<file path="src/rtl/slot_alloc_bitmap_pkg.sv">
// Shared pool sizing and index type for the slot allocator.
// Latency: n/a (types and constants only).
// Backpressure: n/a.
package slot_alloc_bitmap_pkg;

  localparam int POOL_DEPTH = 32;
  localparam int POOL_IDX_W = $clog2(POOL_DEPTH);
  localparam int POOL_CNT_W = $clog2(POOL_DEPTH) + 1;

  typedef logic [POOL_IDX_W-1:0] pool_idx_t;

endpackage

</file>
<file path="src/rtl/slot_alloc_bitmap_index_decoder.sv">
// Index + valid to one-hot pool mask, used once per release port.
// Latency: combinational.
// Backpressure: none; a low valid yields an all-zero mask.
module slot_index_decoder #(
  parameter int DEPTH = 32,
  parameter int IDX_W = $clog2(DEPTH)
) (
  input  logic             vld,
  input  logic [IDX_W-1:0] idx,
  output logic [DEPTH-1:0] mask
);

  // Compare against every slot position so indices past DEPTH-1 decode to nothing.
  always_comb begin
    mask = '0;
    for (int i = 0; i < DEPTH; i++) begin
      mask[i] = vld && (idx == IDX_W'(i));
    end
  end

endmodule

</file>
<file path="src/rtl/slot_alloc_bitmap.sv">
// Free-bitmap allocator: grants the lowest free slot, takes slots back on two release ports.
// Latency: grant/index combinational from the registered map; map/count update on the next edge.
// Backpressure: no grant while empty or flushing; the consumer simply holds alloc_req and retries.
module slot_alloc_bitmap
  import slot_alloc_bitmap_pkg::*;
#(
  parameter int DEPTH = POOL_DEPTH,
  parameter int IDX_W = $clog2(DEPTH),
  parameter int CNT_W = $clog2(DEPTH) + 1
) (
  input  logic               clk,
  input  logic               rst_n,
  input  logic               flush,
  input  logic               alloc_req,
  output logic               alloc_gnt,
  output logic [IDX_W-1:0]   alloc_idx,
  input  logic [1:0]         rel_valid,
  input  logic [2*IDX_W-1:0] rel_idx,
  output logic [CNT_W-1:0]   free_cnt,
  output logic               empty,
  output logic               full_free,
  output logic               err_dbl_free
);

  logic [DEPTH-1:0] free_map;
  logic [DEPTH-1:0] free_map_nxt;
  logic [DEPTH-1:0] alloc_mask;
  logic [DEPTH-1:0] rel_mask0;
  logic [DEPTH-1:0] rel_mask1;
  logic [CNT_W-1:0] free_cnt_nxt;
  logic [IDX_W-1:0] rel_idx0;
  logic [IDX_W-1:0] rel_idx1;
  logic             map_any;
  logic             rel_dup;
  logic             rel_acc0;
  logic             rel_acc1;
  logic             dbl_hit;

  assign rel_idx0 = rel_idx[IDX_W-1:0];
  assign rel_idx1 = rel_idx[2*IDX_W-1:IDX_W];

  // A release is accepted only if the slot is currently allocated; port1 loses a same-index tie.
  assign rel_dup  = rel_valid[0] && rel_valid[1] && (rel_idx0 == rel_idx1);
  assign rel_acc0 = rel_valid[0] && !free_map[rel_idx0];
  assign rel_acc1 = rel_valid[1] && !free_map[rel_idx1] && !rel_dup;
  assign dbl_hit  = (rel_valid[0] && free_map[rel_idx0]) ||
                    (rel_valid[1] && free_map[rel_idx1]) || rel_dup;

  // Decoders are fed the accept qualifiers so rejected releases never touch the map.
  slot_index_decoder #(.DEPTH(DEPTH), .IDX_W(IDX_W)) u_rel_dec0 (
    .vld  (rel_acc0),
    .idx  (rel_idx0),
    .mask (rel_mask0)
  );

  slot_index_decoder #(.DEPTH(DEPTH), .IDX_W(IDX_W)) u_rel_dec1 (
    .vld  (rel_acc1),
    .idx  (rel_idx1),
    .mask (rel_mask1)
  );

  // Lowest-index free slot from the registered map only (no same-cycle release bypass).
  always_comb begin
    alloc_idx = '0;
    map_any   = |free_map;
    for (int i = DEPTH - 1; i >= 0; i--) begin
      if (free_map[i]) alloc_idx = IDX_W'(i);
    end
    alloc_gnt = alloc_req && map_any && !flush;
  end

  // Clear the granted slot, set accepted releases; a granted slot is free so it cannot be released too.
  always_comb begin
    alloc_mask = '0;
    for (int i = 0; i < DEPTH; i++) begin
      alloc_mask[i] = alloc_gnt && (alloc_idx == IDX_W'(i));
    end
    free_map_nxt = (free_map & ~alloc_mask) | rel_mask0 | rel_mask1;
    free_cnt_nxt = free_cnt - CNT_W'(alloc_gnt) + CNT_W'(rel_acc0) + CNT_W'(rel_acc1);
  end

  // Pool state registers; flush overrides any allocate/release in the same cycle.
  always_ff @(posedge clk or negedge rst_n) begin
    if (!rst_n) begin
      free_map     <= '1;
      free_cnt     <= CNT_W'(DEPTH);
      err_dbl_free <= 1'b0;
    end else if (flush) begin
      free_map     <= '1;
      free_cnt     <= CNT_W'(DEPTH);
      err_dbl_free <= 1'b0;
    end else begin
      free_map     <= free_map_nxt;
      free_cnt     <= free_cnt_nxt;
      if (dbl_hit) err_dbl_free <= 1'b1;
    end
  end

  assign empty     = (free_cnt == '0);
  assign full_free = (free_cnt == CNT_W'(DEPTH));

  a_cnt_matches_map: assert property (@(posedge clk) disable iff (!rst_n)
    free_cnt == CNT_W'($countones(free_map)));

endmodule

</file>
<file path="config.mk">
export PLATFORM = sky130hd
export DESIGN_NAME = slot_alloc_bitmap
export DESIGN_NICKNAME = d
export VERILOG_FILES = /design/src/rtl/slot_alloc_bitmap_pkg.sv /design/src/rtl/slot_alloc_bitmap_index_decoder.sv /design/src/rtl/slot_alloc_bitmap.sv
export SDC_FILE = /design/constraint.sdc
export NUM_CORES = 1
export LEC_CHECK = 0
export ABC_CLOCK_PERIOD_IN_PS = 3900
export BUFFER_PORTS_ARGS = -buffer_cell sky130_fd_sc_hd__buf_2
export CORE_ASPECT_RATIO = 0.5
export CORE_MARGIN = 2
export CORE_UTILIZATION = 50
export DETAILED_ROUTE_END_ITERATION = 6
export PLACE_DENSITY_LB_ADDON = 0.08
export SLEW_MARGIN = 20
export SYNTH_ARGS = -nofsm -noshare
export SYNTH_HDL_FRONTEND = slang
export SYNTH_HIERARCHICAL = 1
export SYNTH_SLANG_ARGS = --single-unit
</file>
<file path="constraint.sdc">
create_clock -name clk -period 3.9 [get_ports clk]
set_input_delay 0 -clock clk [delete_from_list [all_inputs] [get_ports clk]]
set_output_delay 0 -clock clk [all_outputs]
set_load 0.01 [all_outputs]
</file>
# Word-level counts from Yosys, hierarchy flattened
# Index checks and enable logic that the tools add are counted.
# op_classes
n_addsub,3
mul,0
div,0
order_cmp,2
n_eq_ne,95
shifts,0
n_mux,40
bitwise_logic,4
reduce_logical,117
# op_table
op,n
"equality test 5 bit, second input constant",48
2-to-1 mux 5 bit,32
"equality test 5 x 4 -> 1 bit, second input constant",24
logical AND 1 bit,105
bitwise OR 32 bit,2
"equality test 5 x 3 -> 1 bit, second input constant",12
bitwise AND 32 bit,1
2-to-1 mux 32 bit,1
inverter 32 bit,1
OR reduction 32 bit,1
"equality test 5 x 2 -> 1 bit, second input constant",6
"equality test 5 x 1 -> 1 bit, second input constant",3
zero test 5 bit,3
adder 6 x 1 -> 6 bit,2
"less-than comparator 5 x 6 -> 1 bit, second input constant",2
binary-select mux 1 bit (select 5 bit),2
"equality test 6 bit, second input constant",1
zero test 6 bit,1
2-to-1 mux 6 bit,1
subtractor 6 x 1 -> 6 bit,1
equality test 5 bit,1
zero test 1 bit,4
2-to-1 mux 1 bit,4
logical OR 1 bit,2
nonzero test 2 bit,1
# totals
reg_bits,39
latchBits,0
ramBits,0
rom_bits,0
output_inout_bits,15
n_memories,0

# Longest topological paths before layout
# Gate-level depths: netlist of run 1.
# logic_depth
depth_word,39
ltp_mapped,16
mapped_depth_nobuf,15

# By module
# The synthesis of run 1 kept the hierarchy.
# modules_own_cells
module,n_inst,cells_per_inst,area_per_inst_um2,seq_area_each_um2
slot_alloc_bitmap,1,329,3076.7,1017.2
slot_index_decoder,2,47,230.2,0.0

# Worst setup path after synthesis of run 1
# Ideal clock, no wire load.
# synth_path
kind,in2reg
from,input port rel_idx[1]
to,register free_cnt[4]
setup_ns,0.132
arrival_ns,3.096
required_ns,3.768
path_slack_ns,0.672
path_stages,16
n_path_buf,1
path_cell_list,clkbuf_1 -> mux4_1 -> mux2_2 -> nand2_1 -> o22ai_1 -> nor3_1 -> nand2_1 -> ha_1 -> fa_1 -> fa_1 -> inv_1 -> a21oi_1 -> nor2_1 -> nor2_1 -> xor2_1 -> nor2_1
# synth_via
elab_chain_cells,7
elab_cells_between_ends,11
cone_classes,add/sub (2); eq/ne (1); mux (3); reduce/logical (5)
# synth_lines
element,line_no,source
start: declaration,slot_alloc_bitmap.sv:18,"input logic [2*IDX_W-1:0] rel_idx,"
binary-select mux 1 bit (select 5 bit),slot_alloc_bitmap.sv:44,assign rel_acc0 = rel_valid[0] && !free_map[rel_idx0];
2-to-1 mux 1 bit (not written as such),slot_alloc_bitmap.sv:44,
zero test 1 bit,slot_alloc_bitmap.sv:44,
logical AND 1 bit,slot_alloc_bitmap.sv:44,
adder 6 x 1 -> 6 bit,slot_alloc_bitmap.sv:79,free_cnt_nxt = free_cnt - CNT_W'(alloc_gnt) + CNT_W'(rel_acc0) + CNT_W'(rel_acc1);
adder 6 x 1 -> 6 bit (*),slot_alloc_bitmap.sv:79,
2-to-1 mux 6 bit (*),slot_alloc_bitmap.sv:88,end else if (flush) begin
end signal: assignment,slot_alloc_bitmap.sv:86,free_cnt <= CNT_W'(DEPTH);
end signal: assignment,slot_alloc_bitmap.sv:90,free_cnt <= CNT_W'(DEPTH);
end signal: assignment,slot_alloc_bitmap.sv:94,free_cnt <= free_cnt_nxt;
end: declaration,slot_alloc_bitmap.sv:19,"output logic [CNT_W-1:0] free_cnt,"
# Every way passes the cells marked *; elsewhere a longest branch is shown, timed or not. The select of a mux whose other input is x is not followed.
# A chain may end at the register's enable or synchronous reset.

# Worst setup path in the final report of run 1
# layout_path
from,register free_map[15]
to,register free_cnt[4]
# layout_via
elab_chain_cells,7
elab_cells_between_ends,16
cone_classes,add/sub (3); mux (5); reduce/logical (8)
# layout_lines
element,line_no,source
start: declaration,slot_alloc_bitmap.sv:25,logic [DEPTH-1:0] free_map;
start signal: assignment,slot_alloc_bitmap.sv:93,free_map <= free_map_nxt;
OR reduction 32 bit (tied with other cells),slot_alloc_bitmap.sv:65,map_any = |free_map;
logical AND 1 bit (tied with other cells) (2 in series),slot_alloc_bitmap.sv:69,alloc_gnt = alloc_req && map_any && !flush;
subtractor 6 x 1 -> 6 bit (tied with other cells),slot_alloc_bitmap.sv:79,
adder 6 x 1 -> 6 bit / logical AND 1 bit (equally long branches),"slot_alloc_bitmap.sv:79, slot_alloc_bitmap.sv:45",
adder 6 x 1 -> 6 bit (*),slot_alloc_bitmap.sv:79,
2-to-1 mux 6 bit (*),slot_alloc_bitmap.sv:88,
# Marks and branches as above.

==> impl_metrics.toml, run 1 <==
[clock_tree]
clock_latency_ps = 290
numClockSinks = 39
cts_max_level = 2
hold_buffers = 1
post-cts-setup-buffers = 0
root_buffer = "clkbuf_16"
cts_made_buffers = 5
ctsResizeCount = 0
cts_tree = "built"
clk_pin_slew_ps = 60
cts_buffer_depth = 2

[placement]
dpl-instance-area_um2 = 3730
placed_cells = 527
gp_routability_congestion = 1.04
place_hpwl_um = 8950
io_buffers = 30

[yosys]
netlist_area_um2 = 3540
yosysSeqAreaShare = 0.288
synth_top_family_by_area = "simple AND/OR/NAND/NOR gates"
yosysWarningCount = 6
netlist.area_leader.share = 0.245
syn_inst = 423
synth_area_leaders = "dfstp_2 25%, nor2_1 10%, mux4_2 7.0%, dfrtp_1 4.2%, nor3_1 3.8%"
synth_compound_area_frac = 0.146
synth_fa_ha_area_frac = 0.0396
yosys.area.top_type = "dfstp_2"
async_flop_share = 1.00
synth_mux_area_frac = 0.116
ys.flop_type = "dfstp_2"
synth_edf_count = 0
avgSynthCellArea_um2 = 8.36
synthXorXnorAreaFrac = 0.0223
synth_nets = 449
yosys.area_share.simple = 0.340
netlist-cell-type-count = 58
ys_seq_elements = 39

[timing]
finalSetupViolCount = 0
fin_crit_sh = 0.901
slew_viol_final = 0
fin_crit_ps = 3510
holdWs_ps = 35.5
fmax_ghz = 0.285
tightest_slew_ps = 932
tns_ps = 0
finClkSkew_ps = 4.25
rsz0062_at_grt = "false"
hold_viol_final = 0
slew_headroom = 0.378

[run_status]
status = "finished clean"

[cells_and_area]
syn_to_final_growth_pct = 9.94
final_area_um2 = 3890
layout-drive-gt1-share = 0.228
diodes = 0
final_common_cell = "nor2_1"
stdcell_count = 535
finalNetCount = 469
fill_cells = 621
layout_common_cells = "94 x nor2_1, 33 x dfstp_2, 30 x buf_2"

[job]
maxCapViolations = 0

[die]
pin_count = 31
core_um2 = 6750
dieHeight_um = 63.5
rows = 21
die_x_um = 123
initial_core_util = 0.524
fp.dieArea_um2 = 7800

[setup_path]
cp_slowest_cell = "or4_1"
endpoint_kind = "register"
worst-endpoint-required_ps = 4060
startpoint_type = "register"
critPathArrivalTime_ps = 3670
critical_path.max_fanout = 6
crit_top_cell = "nor2_1"
critical_path_class = "reg -> reg"
crit_path_cell_trace = "or4_1 > nor3_1 > a21oi_1 > ha_1 > fa_1 > fa_1 > inv_1 > a21oi_1 > nor2_1 > nor2_1 > xor2_1 > nor2_1"
cpPeakStageDelay_ps = 660

[power]
pwr-share-comb = 0.305
ir_worst_vdd_mv = 0.149
seqPwrFrac = 0.360
internal_power_w = 0.000842
power_w = 0.00127
p_per_area_nw_per_um2 = 327
pwr-share-clk = 0.335
power_leakage_nw = 1.41
p_sw_w = 0.000430
p_sw_frac = 0.338

[routing]
vias_per_cell = 6.92
antenna_left = 0
dr.pass1.iters = 5
dr_wl_met2_um = 5570
met3_length_um = 1740
drt-met1-wl_um = 5350
via_count = 3702
drcViolationCount = 0
top_layer = "met4"
routed_wl_um = 13100
wire_per_inst_um = 24.5
drt-initial-drc-count = 479

[global_routing]
antenna_found_initial = 0
grt_start_max_net_pins = 45
grt.total_usage = 0.351
grt_pass1_wl_um = 19900
overflow = 0
first_global_vias = 3500

[hold_path]
hold_class = "in -> reg"
==> power by group through the flow <==
stage               logic [W]  clock network (W)  registers [W]
global placement     0.000377                  0       0.000461
detailed placement   0.000383                  0       0.000465
floorplan            0.000251                  0       0.000469
CTS                  0.000386           0.000431       0.000458
finish               0.000388           0.000427       0.000458
global route         0.000432           0.000451       0.000461
==> cells by family (layout without fill, tap and decap cells) <==
group / Yosys count / count (layout)
AO/OA/AOI/OAI: 71 / 71
XOR/XNOR: 9 / 9
adder cells (fa/ha/maj): 10 / 10
buffers and inverters: 42 / 62
flip-flops: 39 / 39
multiplexers: 22 / 22
AND/OR/NAND/NOR: 230 / 230
==> cell usage after synthesis (3+ instances only) <==
| master | number |
|---|---|
| or3_1 | 5 |
| ha_1 | 8 |
| nand4b_1 | 6 |
| xnor2_1 | 3 |
| mux4_1 | 3 |
| o31ai_1 | 4 |
| inv_1 | 20 |
| dfstp_2 | 33 |
| or4_4 | 3 |
| nand3_1 | 8 |
| nor2_1 | 94 |
| nand4bb_1 | 6 |
| dfrtp_1 | 6 |
| a2111o_1 | 9 |
| nand4_1 | 4 |
| nor4_1 | 16 |
| nand2b_1 | 11 |
| clkbuf_1 | 20 |
| a2bb2oi_1 | 5 |
| or2_2 | 3 |
| o21ai_0 | 12 |
| mux4_2 | 11 |
| mux2i_1 | 6 |
| a21oi_1 | 15 |
| nand2_1 | 24 |
| xor2_1 | 6 |
| or4_1 | 7 |
| o211ai_1 | 3 |
| nor3_1 | 27 |
==> state kept, by name (all words and copies together) (netlist names) <==
register	cells
err_dbl_free	1
free_cnt	6
free_map	32
==> path summary, 6_finish.rpt <==
check / slack, ps / cells past startpoint / end / from
min reg2reg: 510 / 2 / free_map[31] / free_map[31]
min: 40 / 3 / free_map[2] / alloc_req
max: 390 / 12 / free_cnt[4] / free_map[15]
max in group asynchronous: 2950 / 2 / err_dbl_free / rst_n
min in group asynchronous: 380 / 2 / free_cnt[3] / rst_n
max reg2reg: 390 / 12 / free_cnt[4] / free_map[15]
==> area by class of cell <==
type	instances	area, µm²	area share
multi-input cells	342	2350	0.604
flip-flops and latches	39	1020	0.262
repair buffers	35	190	0.0489
clock buffers	6	139	0.0357
well taps	92	115	0.0296
inverters	20	75.1	0.0193
clock inverters	1	5.00	0.00129
==> critical path: cells and delay by family, from the launching register on <==
kind | cells | cell delay (ps)
simple gates | 5 | 1290
xor+xnor | 1 | 120
compound gates | 2 | 300
buf+inv | 1 | 70
flops | 1 | 390
fa+ha+maj | 3 | 1210
==> layer usage <==
| layer | track usage | vias to the layer above |
|---|---|---|
| met5 | 0 | - |
| met4 | 0.155 | 0 |
| met3 | 0.119 | 45 |
| met2 | 0.515 | 262 |
| met1 | 0.470 | 1792 |
| li1 | - | 1603 |
==> metrics by stage <==
stage	utilization	worst slack, ps
global placement	0.553	482
floorplan	-	672
CTS	0.576	424
finish	0.576	387
detailed placement	0.553	443
global route	0.576	178
No activity file was read; power rests on OpenSTA's default activity.
==> run 2: changes to the inputs <==
Settings changed: BUFFER_PORTS_ARGS -buffer_cell sky130_fd_sc_hd__buf_2 to -buffer_cell sky130_fd_sc_hd__buf_4.
==> impl_metrics.toml, run 2 (same netlist as run 1, synthesis figures left out) <==
[routing]
routed_wl_um = 13100
drcViolationCount = 0
dr.pass1.iters = 6
antenna_left = 0
wire_per_inst_um = 24.5
drt-initial-drc-count = 531
vias_per_cell = 6.89
via_count = 3684

[setup_path]
endpoint_kind = "register"
rr_startpoint = "free_map[9]"
critical_path_class = "reg -> reg"
rr_endpoint = "free_cnt[4]"
critPathArrivalTime_ps = 3660
worst-endpoint-required_ps = 4060
critical_path.max_fanout = 7
r2r_slack_ps = 400
startpoint_type = "register"
reg2reg_depth = 15

[timing]
fin_crit_sh = 0.898
fin_crit_ps = 3500
slew_viol_final = 0
finalSetupViolCount = 0
finClkSkew_ps = 4.51
tns_ps = 0
setup_ws_ps = 397
tightest_slew_ps = 712
hold_viol_final = 0
fmax_ghz = 0.285
rsz0062_at_grt = "false"
slew_headroom = 0.524

[die]
dieHeight_um = 63.5
fp.dieArea_um2 = 7800
initial_core_util = 0.524
core_um2 = 6750
rows = 21
pin_count = 31
die_x_um = 123

[placement]
gp_routability_congestion = 1.02
post-place-ws_ps = 419
place_hpwl_um = 8830
io_buffers = 30

[power]
power_leakage_nw = 1.42
power_w = 0.00131
ir_worst_vdd_mv = 0.148
p_per_area_nw_per_um2 = 330

[clock_tree]
numClockSinks = 39
root_buffer = "clkbuf_16"
cts_buffer_depth = 2
clock_latency_ps = 290
clk_pin_slew_ps = 60
cts_tree = "built"
cts_max_level = 2
cts_made_buffers = 5

[cells_and_area]
syn_to_final_growth_pct = 12.0
top_register = "free_map"
largest_register_ff_count = 32
layout_common_cells = "94 x nor2_1, 33 x dfstp_2, 33 x buf_4"
final_common_cell = "nor2_1"
reg_top3 = "free_map (32), free_cnt (6), err_dbl_free (1)"
layout-drive-gt1-share = 0.226
finalNetCount = 468
diodes = 0

[global_routing]
grt_pass1_wl_um = 20300
grt_start_max_net_pins = 46
overflow = 0
first_global_vias = 3519
grt.total_usage = 0.355
antenna_found_initial = 0

[job]
maxCapViolations = 0

[hold_path]
hp-start = "alloc_req"
hold_class = "in -> reg"
holdPathStages = 4
worstHoldEndpoint = "free_map[1]"

[run_status]
status = "finished clean"
[run 2: changes by cell type in the layout (fill, tap and decap cells not counted), sizes merged]
cell / previous run / this run
buf: 34 / 33
clkbuf: 6 / 7
[run 2: power breakdown]
part	internal, W	leakage, nW	switching (W)
combinational	0.000178	0.926	0.000242
clock	0.000254	0.0739	0.000174
sequential	0.000436	0.425	0.0000225
total	0.000868	1.42	0.000438
[run 2: worst max-delay path by stage]
stage                     depth (start not counted)          end         from  slack [ps]
after floorplan                                  16  free_cnt[4]   rel_idx[1]         670
after global placement                           15  free_cnt[4]  free_map[3]         490
after detailed placement                         15  free_cnt[4]  free_map[3]         420
after CTS                                        15  free_cnt[4]  free_map[3]         410
after global routing                             15  free_cnt[4]  free_map[1]         110
final                                            15  free_cnt[4]  free_map[9]         400
[run 2: timing repair]
action                    CTS  global route
gates resized for setup     0             0
hold endpoints to repair    6             0
buffers inserted            0             0
hold buffers                1             0
[run 2: per-stage QoR]
step           utilization  cell area [µm²]  instances  hold slack [ps]
2_1_floorplan            -             3540        423             -296
3_3_place_gp         0.563             3800        526             8.29
3_5_place_dp         0.563             3800        526             14.8
4_1_cts              0.586             3960        535             28.8
5_1_grt              0.586             3960        535             63.0
6_report             0.586             3960        535             37.5
[run 2: cell type report]
cell class | instances | area (µm²)
fillers | 606 | 2790
multi-input cells | 342 | 2350
flip-flops and latches | 39 | 1020
repair buffers | 34 | 258
clock buffers | 7 | 143
well taps | 92 | 115
inverters | 20 | 75.1
clock inverters | 1 | 5.00
[run 2: routing by layer]
| metal | routed length [µm] | track usage |
|---|---|---|
| met5 | 0 | 0 |
| met4 | 532 | 0.125 |
| met3 | 1970 | 0.150 |
| met2 | 5190 | 0.490 |
| met1 | 5420 | 0.494 |
[run 2: critical path, cell delays in order, from the launching register on]
cell and delay, ps:
dfstp_2 400, mux4_1 550, mux2_2 290, nand2_1 70, o22ai_1 70, nor3_1 260
nand2_1 120, ha_1 300, fa_1 420, fa_1 430, inv_1 70, a21oi_1 60
nor2_1 90, nor2_1 50, xor2_1 120, nor2_1 50
==> run 3: changes to the inputs <==
Settings changed: ABC_CLOCK_PERIOD_IN_PS 3900 to 3200.
Clock period 3.9 ns to 3.2 ns, I/O delays scaled along.
==> impl_metrics.toml, run 3 (same netlist as run 1, synthesis figures left out) <==
[timing]
fin_crit_sh = 1.03
slew_headroom = 0.408
setup_ws_ps = -111
tns_ps = -466
slew_viol_final = 0
rsz0062_at_grt = "true"
hold_viol_final = 0
tightest_slew_ps = 880
finalSetupViolCount = 9
finClkSkew_ps = 7.98
fmax_ghz = 0.302
fin_crit_ps = 3310

[routing]
via_count = 4022
vias_per_cell = 6.75
routed_wl_um = 14100
wire_per_inst_um = 23.7
drt-initial-drc-count = 447
dr.pass1.iters = 6
drcViolationCount = 0
antenna_left = 0

[cells_and_area]
layout_common_cells = "93 x buf_4, 89 x nor2_1, 33 x dfstp_2"
finalNetCount = 529
syn_to_final_growth_pct = 30.3
layout-drive-gt1-share = 0.389
top_register = "free_map"
diodes = 0
final_util = 0.682
final_common_cell = "buf_4"
reg_top3 = "free_map (32), free_cnt (6), err_dbl_free (1)"
largest_register_ff_count = 32
stdcell_count = 596

[setup_path]
worst-endpoint-required_ps = 3390
startpoint_type = "register"
cpPeakStageDelay_ps = 550
crit_path_cell_trace = "buf_4 > mux4_2 > mux2i_1 > nor3b_2 > nor3_2 > nand2_2 > buf_4 > buf_4 > buf_4 > buf_4 > clkinvlp_4 > nand4bb_4 > nor2_1 > or3_1 > nor3_2 > a2bb2oi_2"
endpoint_kind = "register"
cp_slowest_cell = "dfstp_2"
crit_top_cell = "buf_4"
critical_path.max_fanout = 8
critical_path_class = "reg -> reg"
critPathArrivalTime_ps = 3500

[run_status]
violations = "negative setup slack"
status = "complete, but fails checks"

[global_routing]
grt_start_max_net_pins = 45
first_global_vias = 3752
antenna_found_initial = 0
grt.total_usage = 0.364
grt_pass1_wl_um = 20700
overflow = 0

[clock_tree]
cts_buffer_depth = 2
clock_latency_ps = 290
numClockSinks = 39
cts_max_level = 2
cts_made_buffers = 5
root_buffer = "clkbuf_16"
cts_tree = "built"
clk_pin_slew_ps = 60

[power]
power_leakage_nw = 1.72
p_per_area_nw_per_um2 = 362
ir_worst_vdd_mv = 0.183
power_w = 0.00167

[die]
dieHeight_um = 63.5
rows = 21
initial_core_util = 0.524
pin_count = 31
fp.dieArea_um2 = 7800
core_um2 = 6750
die_x_um = 123

[placement]
place_hpwl_um = 9470
placed_cells = 581
gp_routability_congestion = 1.08
io_buffers = 30

[hold_path]
hold_class = "in -> reg"

[job]
maxCapViolations = 0
-- run 3: power breakdown --
part / internal [W] / switching (W) / leakage (nW) / total [W]
clock: 0.000332 / 0.000220 / 0.0761 / 0.000552
combinational: 0.000250 / 0.000314 / 1.22 / 0.000564
sequential: 0.000531 / 0.0000213 / 0.425 / 0.000553
-- run 3: metrics by stage --
step	setup slack [ps]	cell area [µm²]	hold WS, ps
4_1_cts	4.85	4450	41.3
3_5_place_dp	-228	4230	10.1
6_report	-111	4610	34.2
2_1_floorplan	35.3	3540	-296
5_1_grt	-111	4610	60.1
3_3_place_gp	-187	4230	0.845
-- run 3: worst max-delay path: cells and delay by family (launching register included) --
family | cells | cell delay [ps]
and+or+nand+nor | 7 | 1330
buffers and inverters | 6 | 810
DFF | 1 | 550
muxes | 2 | 390
AOI/OAI and AO/OA | 1 | 110
-- run 3: per-layer routing --
metal / track usage / up-vias / part of all wire
met5: 0 / - / 0
met4: 0.129 / 0 / 0.043
met3: 0.141 / 66 / 0.14
met2: 0.530 / 335 / 0.42
met1: 0.490 / 1898 / 0.40
li1: - / 1723 / -
-- run 3: layout make-up --
type | count | area (µm²)
fillers | 555 | 2140
multi-input cells | 342 | 2510
clock inverters | 1 | 7.51
clock buffers | 7 | 153
inverters | 20 | 78.8
flip-flops and latches | 39 | 1020
repair buffers | 95 | 728
well taps | 92 | 115
-- run 3: timing repair --
item                                    in CTS  in global routing
pin swaps                                    4                 18
resized for setup                            8                 28
endpoints found under the hold margin        6                  0
buffers inserted                             2                  4
endpoints found under the setup margin       2                 12
hold buffers                                 1                  0
-- run 3: final timing paths --
| check | start | cells past startpoint | slack [ps] | to |
|---|---|---|---|---|
| setup / recovery | free_map[6] | 16 | -110 | free_map[9] |
| setup reg to reg | free_map[6] | 16 | -110 | free_map[9] |
| min in group asynchronous | rst_n | 2 | 240 | free_cnt[3] |
| max in group asynchronous | rst_n | 2 | 2580 | free_map[7] |
| hold reg to reg | free_map[23] | 2 | 510 | free_map[23] |
| hold / removal | alloc_req | 3 | 30 | free_map[2] |
